$ cat src/rtl/load_store_unit.sv
// Load/store unit: sized, sign/zero-extended loads and byte/half/word stores against a word-wide data memory.
// Latency: loads and word stores respond 2 cycles after req, sub-word stores 3 cycles, illegal requests 1 cycle.
// Backpressure: one access at a time; req is sampled only in IDLE and ignored (not queued) while busy.
module load_store_unit (
  input  logic        clk,
  input  logic        rst,
  input  logic        req,
  input  logic        we,
  input  logic [2:0]  funct3,
  input  logic [31:0] adr,
  input  logic [31:0] wdata,
  output logic        busy,
  output logic        ready,
  output logic [31:0] rdata,
  output logic        err,
  output logic [31:0] memAdr,
  output logic [31:0] memWriteData,
  output logic        memWrite,
  input  logic [31:0] memReadData
);

  typedef enum logic [1:0] {
    IDLE   = 2'd0,
    ACCESS = 2'd1,
    MERGE  = 2'd2,
    RESP   = 2'd3
  } state_t;

  state_t      state;
  state_t      state_nxt;

  // Request fields captured on the edge that leaves IDLE.
  logic        we_q;
  logic [2:0]  f3_q;
  logic [31:0] adr_q;
  logic [31:0] wdata_q;
  logic        err_q;
  logic [31:0] merge_q;

  logic [1:0]  size_in;
  logic [1:0]  size_q;
  logic        illegal;
  logic        accept;
  logic [7:0]  lane_b;
  logic [15:0] lane_h;
  logic [31:0] load_val;
  logic [31:0] merge_val;

  assign size_in = funct3[1:0];
  assign size_q  = f3_q[1:0];
  assign accept  = (state == IDLE) && req;

  // Classify the incoming request: reserved size codes and misaligned addresses go straight to RESP.
  always_comb begin
    illegal = 1'b0;
    if (size_in == 2'b11)
      illegal = 1'b1;
    if (!we && (funct3 == 3'b110))
      illegal = 1'b1;
    if ((size_in == 2'b10) && (adr[1:0] != 2'b00))
      illegal = 1'b1;
    if ((size_in == 2'b01) && adr[0])
      illegal = 1'b1;
  end

  // Next-state logic; only sub-word stores need the extra MERGE cycle for read-modify-write.
  always_comb begin
    state_nxt = state;
    case (state)
      IDLE:    if (req) state_nxt = illegal ? RESP : ACCESS;
      ACCESS:  state_nxt = (we_q && (size_q != 2'b10)) ? MERGE : RESP;
      MERGE:   state_nxt = RESP;
      RESP:    state_nxt = IDLE;
      default: state_nxt = IDLE;
    endcase
  end

  // Pick the addressed little-endian lanes out of the memory word and extend them.
  always_comb begin
    lane_b = memReadData[7:0];
    case (adr_q[1:0])
      2'b00: lane_b = memReadData[7:0];
      2'b01: lane_b = memReadData[15:8];
      2'b10: lane_b = memReadData[23:16];
      2'b11: lane_b = memReadData[31:24];
      default: lane_b = memReadData[7:0];
    endcase
    lane_h = adr_q[1] ? memReadData[31:16] : memReadData[15:0];
    case (size_q)
      2'b00:   load_val = {{24{~f3_q[2] & lane_b[7]}}, lane_b};
      2'b01:   load_val = {{16{~f3_q[2] & lane_h[15]}}, lane_h};
      default: load_val = memReadData;
    endcase
  end

  // Overlay the store data onto the current memory word; untouched lanes keep memory contents.
  always_comb begin
    merge_val = memReadData;
    if (size_q == 2'b00) begin
      case (adr_q[1:0])
        2'b00: merge_val[7:0]   = wdata_q[7:0];
        2'b01: merge_val[15:8]  = wdata_q[7:0];
        2'b10: merge_val[23:16] = wdata_q[7:0];
        2'b11: merge_val[31:24] = wdata_q[7:0];
        default: merge_val = memReadData;
      endcase
    end else if (adr_q[1]) begin
      merge_val[31:16] = wdata_q[15:0];
    end else begin
      merge_val[15:0] = wdata_q[15:0];
    end
  end

  // State register.
  always_ff @(posedge clk or negedge rst) begin
    if (!rst)
      state <= IDLE;
    else
      state <= state_nxt;
  end

  // Latch the request fields when a request is accepted in IDLE.
  always_ff @(posedge clk or negedge rst) begin
    if (!rst) begin
      we_q    <= 1'b0;
      f3_q    <= 3'b000;
      adr_q   <= 32'h0;
      wdata_q <= 32'h0;
      err_q   <= 1'b0;
    end else if (accept) begin
      we_q    <= we;
      f3_q    <= funct3;
      adr_q   <= adr;
      wdata_q <= wdata;
      err_q   <= illegal;
    end
  end

  // Data registers: load result and merged store word are both captured in ACCESS.
  always_ff @(posedge clk or negedge rst) begin
    if (!rst) begin
      rdata   <= 32'h0;
      merge_q <= 32'h0;
    end else if (state == ACCESS) begin
      if (we_q)
        merge_q <= merge_val;
      else
        rdata <= load_val;
    end
  end

  assign busy         = (state != IDLE);
  assign ready        = (state == RESP);
  assign err          = ready && err_q;
  assign memAdr       = {adr_q[31:2], 2'b00};
  assign memWrite     = ((state == ACCESS) && we_q && (size_q == 2'b10)) || (state == MERGE);
  assign memWriteData = (state == MERGE) ? merge_q : wdata_q;

endmodule

$ cat config.mk
export PLATFORM = sky130hd
export DESIGN_NAME = load_store_unit
export DESIGN_NICKNAME = d
export VERILOG_FILES = /design/src/rtl/load_store_unit.sv
export SDC_FILE = /design/constraint.sdc
export NUM_CORES = 1
export LEC_CHECK = 0
export ABC_AREA = 1
export CAP_MARGIN = 20
export CORE_MARGIN = 3
export CORE_UTILIZATION = 53
export CTS_CLUSTER_SIZE = 14
export DETAILED_ROUTE_END_ITERATION = 12
export MAX_ROUTING_LAYER = met4
export PLACE_DENSITY_LB_ADDON = 0.3
export SYNTH_ARGS = -nofsm -noshare
export SYNTH_HDL_FRONTEND = slang
export SYNTH_SLANG_ARGS = --single-unit
$ cat constraint.sdc
create_clock -name clk -period 2.49 [get_ports clk]
set_input_delay 0.3735 -clock clk [delete_from_list [all_inputs] [get_ports clk]]
set_output_delay 0.3735 -clock clk [all_outputs]
set_load 0.01 [all_outputs]
==> metrics.txt, run 1 <==
Root Driver clkbuf_16; grt total ovfl 0; total track usage 28.75%; Slew Viols, Final 0; clk buf depth 2; Avg Inst Size Synth 8.390 um^2; Post-Route WL roughly 21,000 um; Max-Cap Viols 0; Wirelength per Cell 17.19 um; flop-to-flop setup slack approximately 0.46 ns; status finished, final reports clean; final setup violation count 0; Post-DP Area 9293 um^2; worst skew pair latency 0.43 ns; I/O pin count between 200 and 250; final non-filler cell total 1,223; Initial Utilization 54.69%; Clock transition at path regs approximately 0.060 ns; n_diodes 0; PortBufs 200; synth-to-layout area growth 36.22%; core footprint 13,350 um^2; global-route wire length before repair ~32,000 um; worst path arrival time 2.04 ns; die area 15,220 um^2; H-tree depth 4; Synth area leader dfrtp_1; Final Hold Fails 0; CTS tree done; crit path kind reg2out; die height 123.4 um; Num CTS Buffers 17; pwr dens between 1000 and 1500 nW/um^2; final-stage net count 1,142; largest fanout on the critical path 16; Req. time, crit path 2.12 ns; Multi-input gate area 3166 um^2; via-per-instance ratio 5.496; die extent in x 123.4 um; initial antenna violation count 0; Final Cell Area 9943 um^2; Startpoint Class flip-flop; Pre-antenna DRT Iters 6; Synth top area share 46.28%; antenna-violating nets left 0; #FFs+latches synth 135; Worst Skew 0.01023 ns; DRT iter0 DRCs about 610; peak supply drop 0.0008501 V; post-synthesis cell type count 28; Leak Pwr 0.004498 uW; fmax approximately 410 MHz; Syn Std Cell Area 7300 um^2; share of cells above drive strength 1 15.09%; # fillers 998; Post-Syn Instances 870; Seq. cell area 3379 um^2; routed vias 6,722; HPWL after DPL 14,990 um; final worst path period need between 2 and 2.5 ns; Clock Sink Count 135; Core Rows 42; register area share after synthesis 46.28%; placed cell count 1,187; critical path capture point type output pin; largest net degree at the start of global routing 70; worst slew pin tran 0.7238 ns; Ys Warns 0; Max transition margin 51.70%; vias in the first global route 6,121; routability cong. 0.9261; DR DRC count 0; top post-synthesis cells by area dfrtp_1, mux2_2, nand2_1; Final Cycle Share 96.83%; Hold Path Class reg2reg
metrics by stage:
step / setup slack, ns / hold slack [ns] / power (uW) / util, % / setup TNS, ns
global route: -0.004303 / 0.5083 / 14760 / 74.49 / -0.004303
CTS: 0.004436 / 0.4930 / 13680 / 73.85 / 0
floorplan: 0.8143 / 0.07791 / 8414 / - / 0
global placement: 0.3742 / 0.4222 / 11170 / 69.62 / 0
finish: 0.07892 / 0.4924 / 13770 / 74.49 / 0
detailed placement: 0.3002 / 0.4160 / 11340 / 69.62 / 0
worst paths after layout:
check | from | endpoint | cells past startpoint
min reg2reg | rdata[2] | rdata[2] | 2
max in group asynchronous | rst | f3_q[2] | 3
max | state[0] | memWriteData[24] | 7
min | rdata[2] | rdata[2] | 2
min in group asynchronous | rst | adr_q[22] | 2
max reg2reg | state[0] | rdata[3] | 8
registers in the layout, indices dropped and copies added, names as in the netlist:
| signal | flops |
|---|---|
| rdata | 32 |
| err_q | 1 |
| state | 2 |
| merge_q | 32 |
| we_q | 1 |
| adr_q | 32 |
| f3_q | 3 |
| wdata_q | 32 |
per-layer routing:
metal / track usage (%) / vias to the layer above / part of all wire (%)
met4: 8.720 / 0 / 2.7
met1: 37.97 / 3173 / 41
met5: - / - / 0
met2: 42.75 / 317 / 46
met3: 9.012 / 46 / 9.7
li1: - / 3186 / -
cells by family after synthesis:
logic type                 after synthesis  share of synthesized area (%)
and+or+nand+nor                        270                          16.37
other                                    1                        0.05137
adders and majority gates                5                         0.8570
AOI/OAI and AO/OA                      242                          17.84
buffers and inverters                  166                          10.73
DFF                                    135                          46.28
muxes                                   51                          7.868
synth_stat cells, drive strengths merged:
cell,count
o31ai,1
or2,16
o21bai,1
o21ai,104
nand3,38
o211ai,19
conb,1
nand2,153
dfrtp,135
inv,81
buf,54
a31oi,23
a21oi,92
nor2,63
ha,5
o22ai,2
clkbuf,31
mux2,51
repair_timing:
item	in CTS	in global routing
resized for setup	22	14
buffers inserted	1	1
hold buffers	1	0
endpoints found under the setup margin	23	15
endpoints found under the hold margin	65	0
pin swaps	0	0
gates cloned	0	1
cells in the final DEF (no fill, tap or decap), types with 2 or more instances in the layout:
cell,count
a21oi_1,90
a21oi_2,2
a31oi_1,23
buf_12,5
buf_4,20
buf_6,3
clkbuf_16,18
clkbuf_8,3
clkdlybuf4s50_1,176
clkinv_2,4
clkinv_4,2
clkinvlp_4,4
conb_1,2
dfrtp_1,134
dlygate4sd2_1,18
dlymetal6s2s_1,5
ha_1,4
inv_1,73
inv_2,7
mux2_2,51
nand2_1,150
nand2_2,2
nand3_1,27
nand3_2,11
nor2_1,59
nor2_4,2
o211ai_1,19
o21ai_0,100
o21ai_1,3
o22ai_1,2
or2_2,16
power breakdown:
part           leakage (uW)  internal [uW]  total, uW  switching (uW)
clock              0.000275           1450       2400             955
combinational       0.00268           3500       7420            3910
sequential          0.00155           3300       3960             656
total               0.00450           8250      13800            5520
critical path, stage by stage (launching register included):
cell and delay (ns):
dfrtp_1 0.39, inv_2 0.11, ha_4 0.18, clkinvlp_4 0.15, buf_12 0.16, clkbuf_16 0.16, o21ai_0 0.18, dlygate4sd2_1 0.29
area by class of cell:
cell class,instances,share of cell area [%]
clock inverters,11,0.9941
multi-input cells,570,31.84
clock buffers,21,4.731
flip-flops and latches,135,33.99
inverters,81,3.096
repair buffers,229,23.14
well taps,176,2.215
Note: power is estimated with default switching activity, not from simulation.
==> run 2: changes to the inputs <==
--- a/config.mk
+++ b/config.mk
@@ -13,6 +13,8 @@
 export DETAILED_ROUTE_END_ITERATION = 12
 export MAX_ROUTING_LAYER = met4
 export PLACE_DENSITY_LB_ADDON = 0.3
+export SKIP_CTS_REPAIR_TIMING = 1
 export SYNTH_ARGS = -nofsm -noshare
 export SYNTH_HDL_FRONTEND = slang
 export SYNTH_SLANG_ARGS = --single-unit
+export TNS_END_PERCENT = 1
==> constraint.sdc (replaced) <==
create_clock -name clk -period 2.49 [get_ports clk]
set_input_delay 0.3735 -clock clk [delete_from_list [all_inputs] [get_ports clk]]
set_output_delay 0.3735 -clock clk [all_outputs]
set_load 0.005 [all_outputs]
==> run 2 against run 1 <==
- utilization rose by 0.64 points
- hold slack got worse by 0.063 ns
- wire length increased by 0.57%
- combinational power shrank 4.6%
- register-to-register slack got worse by 0.03 ns
- total power grew 0.50%
- non-clock buffer count down 2
- global-route usage is 0.27 points higher
- sequential cell count unchanged
- largest cell class unchanged
- design area is 0.86% higher
==> metrics.txt, run 2 (synthesized netlist as in run 1, its figures left out) <==
Worst path max stage delay 0.56 ns (was 0.39 ns); Slew Viols, Final 0 (unchanged); sequential cell fraction of total power 28.7% (about the same); global-route wire length before repair 33,130 um (was 32,350 um); n_diodes 0 (unchanged); Final Cell Area 10,030 um^2 (was 9943 um^2); Crit path buffers/inverters 3 (was 5); status finished, final reports clean (unchanged); largest fanout on the critical path 32 (was 16); commonest cells after routing, fill and taps aside clkdlybuf4s50_1, nand2_1, dfrtp_1 (unchanged); DR DRC count 0 (unchanged); via-per-instance ratio 5.505 (was 5.496); family with the most delay on the worst path buffers and inverters (unchanged); critical path capture point type output pin (unchanged); sw frac 37.25% (was 40.11%); largest net degree at the start of global routing 44 (was 70); Max transition margin 57.77% (was 51.70%); routed vias 6,721 (was 6,722); I/O pin count 203 (unchanged); share of cells above drive strength 1 14.93% (was 15.09%); worst skew pair latency 0.42 ns (was 0.43 ns); core footprint 13,350 um^2 (unchanged); HPWL after DPL 15,270 um (was 14,990 um); worst slack at placement 0.3179 ns (was 0.3002 ns); final setup violation count 0 (unchanged); NetSw 5157 uW (was 5525 uW); die height 123.4 um (unchanged); Initial Utilization 54.69% (unchanged); Clock Sink Count 135 (unchanged); CTS tree done (unchanged); Final Hold Fails 0 (unchanged); slowest stage cell, crit path clkdlybuf4s50_1 (was dfrtp_1); Hold Path Class in2async (was reg2reg); Leak Pwr 0.004577 uW (was 0.004498 uW); clk buf depth 2 (unchanged); P_int 8687 uW (was 8250 uW); Max-Cap Viols 0 (unchanged); die area 15,220 um^2 (unchanged); fmax 407.2 MHz (was 414.8 MHz); vias in the first global route 6,366 (was 6,121); total track usage 29.02% (was 28.75%); peak supply drop 0.0007354 V (was 0.0008501 V); H-tree depth 4 (unchanged); worst slew pin tran 0.6327 ns (was 0.7238 ns); pwr dens 1380 nW/um^2 (was 1385 nW/um^2); commonest non-fill, non-tap cell in the layout clkdlybuf4s50_1 (unchanged); PortBufs 200 (unchanged); # fillers 975 (was 998); final worst path period need 2.456 ns (was 2.411 ns); Post-DP Area 9300 um^2 (was 9293 um^2); Final TNS setup 0 ns (unchanged); Worst Skew 0.009805 ns (was 0.01023 ns); DRT iter0 DRCs 568 (was 607); antenna-violating nets left 0 (unchanged); Final Cycle Share 98.62% (was 96.83%); Wirelength per Cell 17.32 um (was 17.19 um); Post-Route WL 21,150 um (was 21,030 um); worst path arrival time 2.08 ns (was 2.04 ns); Core Rows 42 (unchanged); final-stage net count 1,140 (was 1,142); Num CTS Buffers 17 (unchanged); Pre-antenna DRT Iters 6 (unchanged); RSZ-0062 raised after global routing true; Clk network pwr share 20.1% (was 17.4%); Root Driver clkbuf_16 (unchanged); final worst slack 0.03441 ns (was 0.07892 ns); Req. time, crit path 2.12 ns (about the same); synth-to-layout area growth 37.38% (was 36.22%); initial antenna violation count 0 (unchanged); worst path cell trace inv_2 -> ha_2 -> buf_12 -> o21ai_0 -> clkdlybuf4s50_1 (was inv_2 -> ha_4 -> clkinvlp_4 -> buf_12 -> clkbuf_16 -> o21ai_0 -> dlygate4sd2_1); die extent in x 123.4 um (unchanged); Comb pwr share 51.2% (was 53.8%); Startpoint Class flip-flop (unchanged); grt total ovfl 0 (unchanged); total power 13,840 uW (was 13,770 uW); Clock transition at path regs 0.06 ns (about the same); routability cong. 0.9372 (was 0.9261); crit path kind reg2out (unchanged)
[run 2: changes by cell type in the layout (fill, tap and decap cells not counted), moves of 2 or more]
| cell | delta |
|---|---|
| buf_6 | -2 |
| dlymetal6s2s_1 | +7 |
| clkdlybuf4s50_1 | +11 |
| o21ai_1 | +2 |
| bufinv_16 | +4 |
| dlygate4sd2_1 | -18 |
| o21ai_0 | -2 |
[run 2: metrics by stage]
stage / util [%] / hold slack (ns) / instances
2_1_floorplan: - / 0.07791 / 871
3_3_place_gp: 69.68 / 0.3100 / 1188
3_5_place_dp: 69.68 / 0.3101 / 1188
4_1_cts: 74.58 / -0.1384 / 1220
5_1_grt: 75.13 / 0.4497 / 1221
6_report: 75.13 / 0.4292 / 1221
[run 2: area by class of cell]
type                            count  area (um^2)  share of cell area, %
Clock buffer                       19        452.9                  4.517
Clock inverter                     13        201.4                  2.009
Inverter                           81        304.0                  3.032
Multi-Input combinational cell    570         3158                  31.49
Sequential cell                   135         3378                  33.69
Tap cell                          176        220.2                  2.196
Timing Repair Buffer              227         2313                  23.07
[run 2: path summary, 6_finish.rpt]
path / to / depth (start not counted) / start / slack [ns]
worst max-delay path: memWriteData[1] / 5 / state[0] / 0.03
worst min-delay path: adr_q[29] / 2 / rst / 0.43
worst max register to register: rdata[29] / 10 / state[1] / 0.43
worst min register to register: err_q / 2 / err_q / 0.50
max in group asynchronous: wdata_q[17] / 3 / rst / 1.34
min in group clk: err_q / 2 / err_q / 0.50
[run 2: power by group through the flow]
stage               combinational, uW  clock (uW)  sequential (uW)
floorplan                        4250           0             3780
global route                     7820        2910             4090
CTS                              7060        2800             3960
finish                           7080        2780             3980
global placement                 6850           0             3920
detailed placement               6990           0             3970
[run 2: layer usage]
metal	GRT usage [%]	up-vias	wire length [um]
met1	38.34	3198	8863
li1	-	3181	-
met3	7.502	37	1870
met2	43.46	305	9965
met4	10.59	0	448
met5	-	-	0
==> run 3: changes to the inputs <==
--- a/config.mk
+++ b/config.mk
@@ -6,9 +6,11 @@
 export NUM_CORES = 1
 export LEC_CHECK = 0
 export ABC_AREA = 1
+export ABC_CLOCK_PERIOD_IN_PS = 2490
 export CAP_MARGIN = 20
 export CORE_MARGIN = 3
-export CORE_UTILIZATION = 53
+export CORE_UTILIZATION = 54
+export CTS_BUF_LIST = sky130_fd_sc_hd__clkbuf_2
 export CTS_CLUSTER_SIZE = 14
 export DETAILED_ROUTE_END_ITERATION = 12
 export MAX_ROUTING_LAYER = met4
==> run 3 against run 2 <==
- the flow now finishes with violations (negative setup slack)
- sequential share of layout area increased by 1.5 points
- critical endpoint is now memWriteData[5]
- clock skew rose by 0.016 ns
- hold slack worse by 0.35 ns
- critical path depth is 1 higher
==> metrics.txt, run 3 (synthesized netlist as in run 1, its figures left out) <==
Post-DP Area 9258 um^2 (was 9300 um^2); commonest non-fill, non-tap cell in the layout clkdlybuf4s50_1 (unchanged); Wirelength per Cell 17.59 um (was 17.32 um); RSZ-0062 raised after global routing true (unchanged); Pre-antenna DRT Iters 5 (was 6); Comb pwr share 58.1% (was 51.2%); sequential cell fraction of total power 31.8% (was 28.7%); commonest cells after routing, fill and taps aside clkdlybuf4s50_1, nand2_1, dfrtp_1 (unchanged); Leak Pwr 0.004453 uW (was 0.004577 uW); final setup violation count 15 (was 0); Clk network pwr share 10.0% (was 20.1%); Worst Skew 0.02581 ns (was 0.009805 ns); antenna-violating nets left 0 (unchanged); crit path kind reg2out (unchanged); Max transition margin 49.50% (was 57.77%); critical path capture point type output pin (unchanged); routability cong. 0.9232 (was 0.9372); H-tree depth 4 (unchanged); Post-Route WL 21,350 um (was 21,150 um); final-stage net count 1,138 (was 1,140); sw frac 40.94% (was 37.25%); Startpoint Class flip-flop (unchanged); P_int 7299 uW (was 8687 uW); PortBufs 200 (unchanged); final worst slack -0.2513 ns (was 0.03441 ns); Hold Path Class in2async (unchanged); global-route wire length before repair 32,450 um (was 33,130 um); Final Hold Fails 0 (unchanged); Slew Viols, Final 0 (unchanged); worst skew pair latency 0.74 ns (was 0.42 ns); failing checks negative setup slack; DRT iter0 DRCs 640 (was 568); worst slack at placement 0.3524 ns (was 0.3179 ns); fmax 364.8 MHz (was 407.2 MHz); CTS tree done (unchanged); die extent in x 122.3 um (was 123.4 um); synth-to-layout area growth 31.51% (was 37.38%); I/O pin count 203 (unchanged); share of cells above drive strength 1 14.68% (was 14.93%); Initial Utilization 56.47% (was 54.69%); n_diodes 0 (unchanged); pwr dens 1288 nW/um^2 (was 1380 nW/um^2); Core Rows 41 (was 42); largest net degree at the start of global routing 60 (was 44); worst slew pin tran 0.7548 ns (was 0.6327 ns); HPWL after DPL 15,350 um (was 15,270 um); Max-Cap Viols 0 (unchanged); Final TNS setup -2.785 ns (was 0 ns); status finished with violations (was finished, final reports clean); clk buf depth 2 (unchanged); Clock Sink Count 135 (unchanged); largest fanout on the critical path 18 (was 32); NetSw 5060 uW (was 5157 uW); DR DRC count 0 (unchanged); die height 122.3 um (was 123.4 um); worst path arrival time 2.37 ns (was 2.08 ns); initial antenna violation count 0 (unchanged); Final Cell Area 9599 um^2 (was 10,030 um^2); vias in the first global route 6,309 (was 6,366); Final Cycle Share 110.1% (was 98.62%); die area 14,950 um^2 (was 15,220 um^2); Req. time, crit path 2.12 ns (about the same); Num CTS Buffers 17 (unchanged); total track usage 29.06% (was 29.02%); grt total ovfl 0 (unchanged); core footprint 12,930 um^2 (was 13,350 um^2); peak supply drop 0.0006872 V (was 0.0007354 V); Root Driver clkbuf_2 (was clkbuf_16); # fillers 1,007 (was 975); Clock transition at path regs 0.20 ns (was 0.06 ns); routed vias 6,711 (was 6,721); final worst path period need 2.741 ns (was 2.456 ns); via-per-instance ratio 5.528 (was 5.505)
-- run 3: path summary, 6_finish.rpt --
path,slack [ns],cells past startpoint,start,end
setup / recovery,-0.25,6,state[0],memWriteData[5]
hold / removal,0.08,2,rst,rdata[6]
setup reg to reg,0.35,7,adr_q[1],rdata[17]
hold reg to reg,0.51,2,f3_q[2],f3_q[2]
max in group asynchronous,1.57,3,rst,f3_q[1]
min in group clk,0.19,3,wdata[10],wdata_q[10]
-- run 3: area by class of cell --
type / instances / area [um^2] / area share [%]
clock buffer: 19 / 95.09 / 0.9906
clock inverter: 12 / 111.4 / 1.160
inverter: 81 / 309.0 / 3.219
multi-input combinational: 570 / 3173 / 33.06
sequential: 135 / 3379 / 35.21
tap: 172 / 215.2 / 2.242
timing repair buffer: 225 / 2316 / 24.13
-- run 3: power groups by stage --
stage,Clock [uW],Sequential (uW),Combinational [uW]
CTS,1250,3910,7070
floorplan,0,3780,4250
global placement,0,3910,6880
detailed placement,0,3950,7040
finish,1240,3930,7190
global route,1340,4060,7910
-- run 3: through the flow --
| step | total power [uW] | cells | util [%] | hold slack (ns) |
|---|---|---|---|---|
| 2_1_floorplan | 8031 | 871 | - | 0.07791 |
| 3_3_place_gp | 10780 | 1179 | 71.61 | 0.3092 |
| 3_5_place_dp | 10990 | 1179 | 71.61 | 0.3074 |
| 4_1_cts | 12230 | 1210 | 73.21 | -0.5070 |
| 5_1_grt | 13310 | 1214 | 74.25 | 0.08057 |
| 6_report | 12360 | 1214 | 74.25 | 0.08088 |
-- run 3: per-layer routing --
layer / track usage [%] / share of wire [%] / up-vias
li1: - / - / 3179
met3: 7.604 / 9.7 / 49
met4: 10.43 / 2.5 / 0
met5: - / 0 / -
met2: 45.21 / 47 / 337
met1: 37.01 / 40 / 3146
-- run 3: worst max-delay path, cell delays in order, from the launching register on --
cell and delay, ns:
dfrtp_1 0.45, inv_2 0.11, ha_4 0.18, buf_6 0.18, nand2_1 0.06, o21ai_1 0.13
clkdlybuf4s50_1 0.55
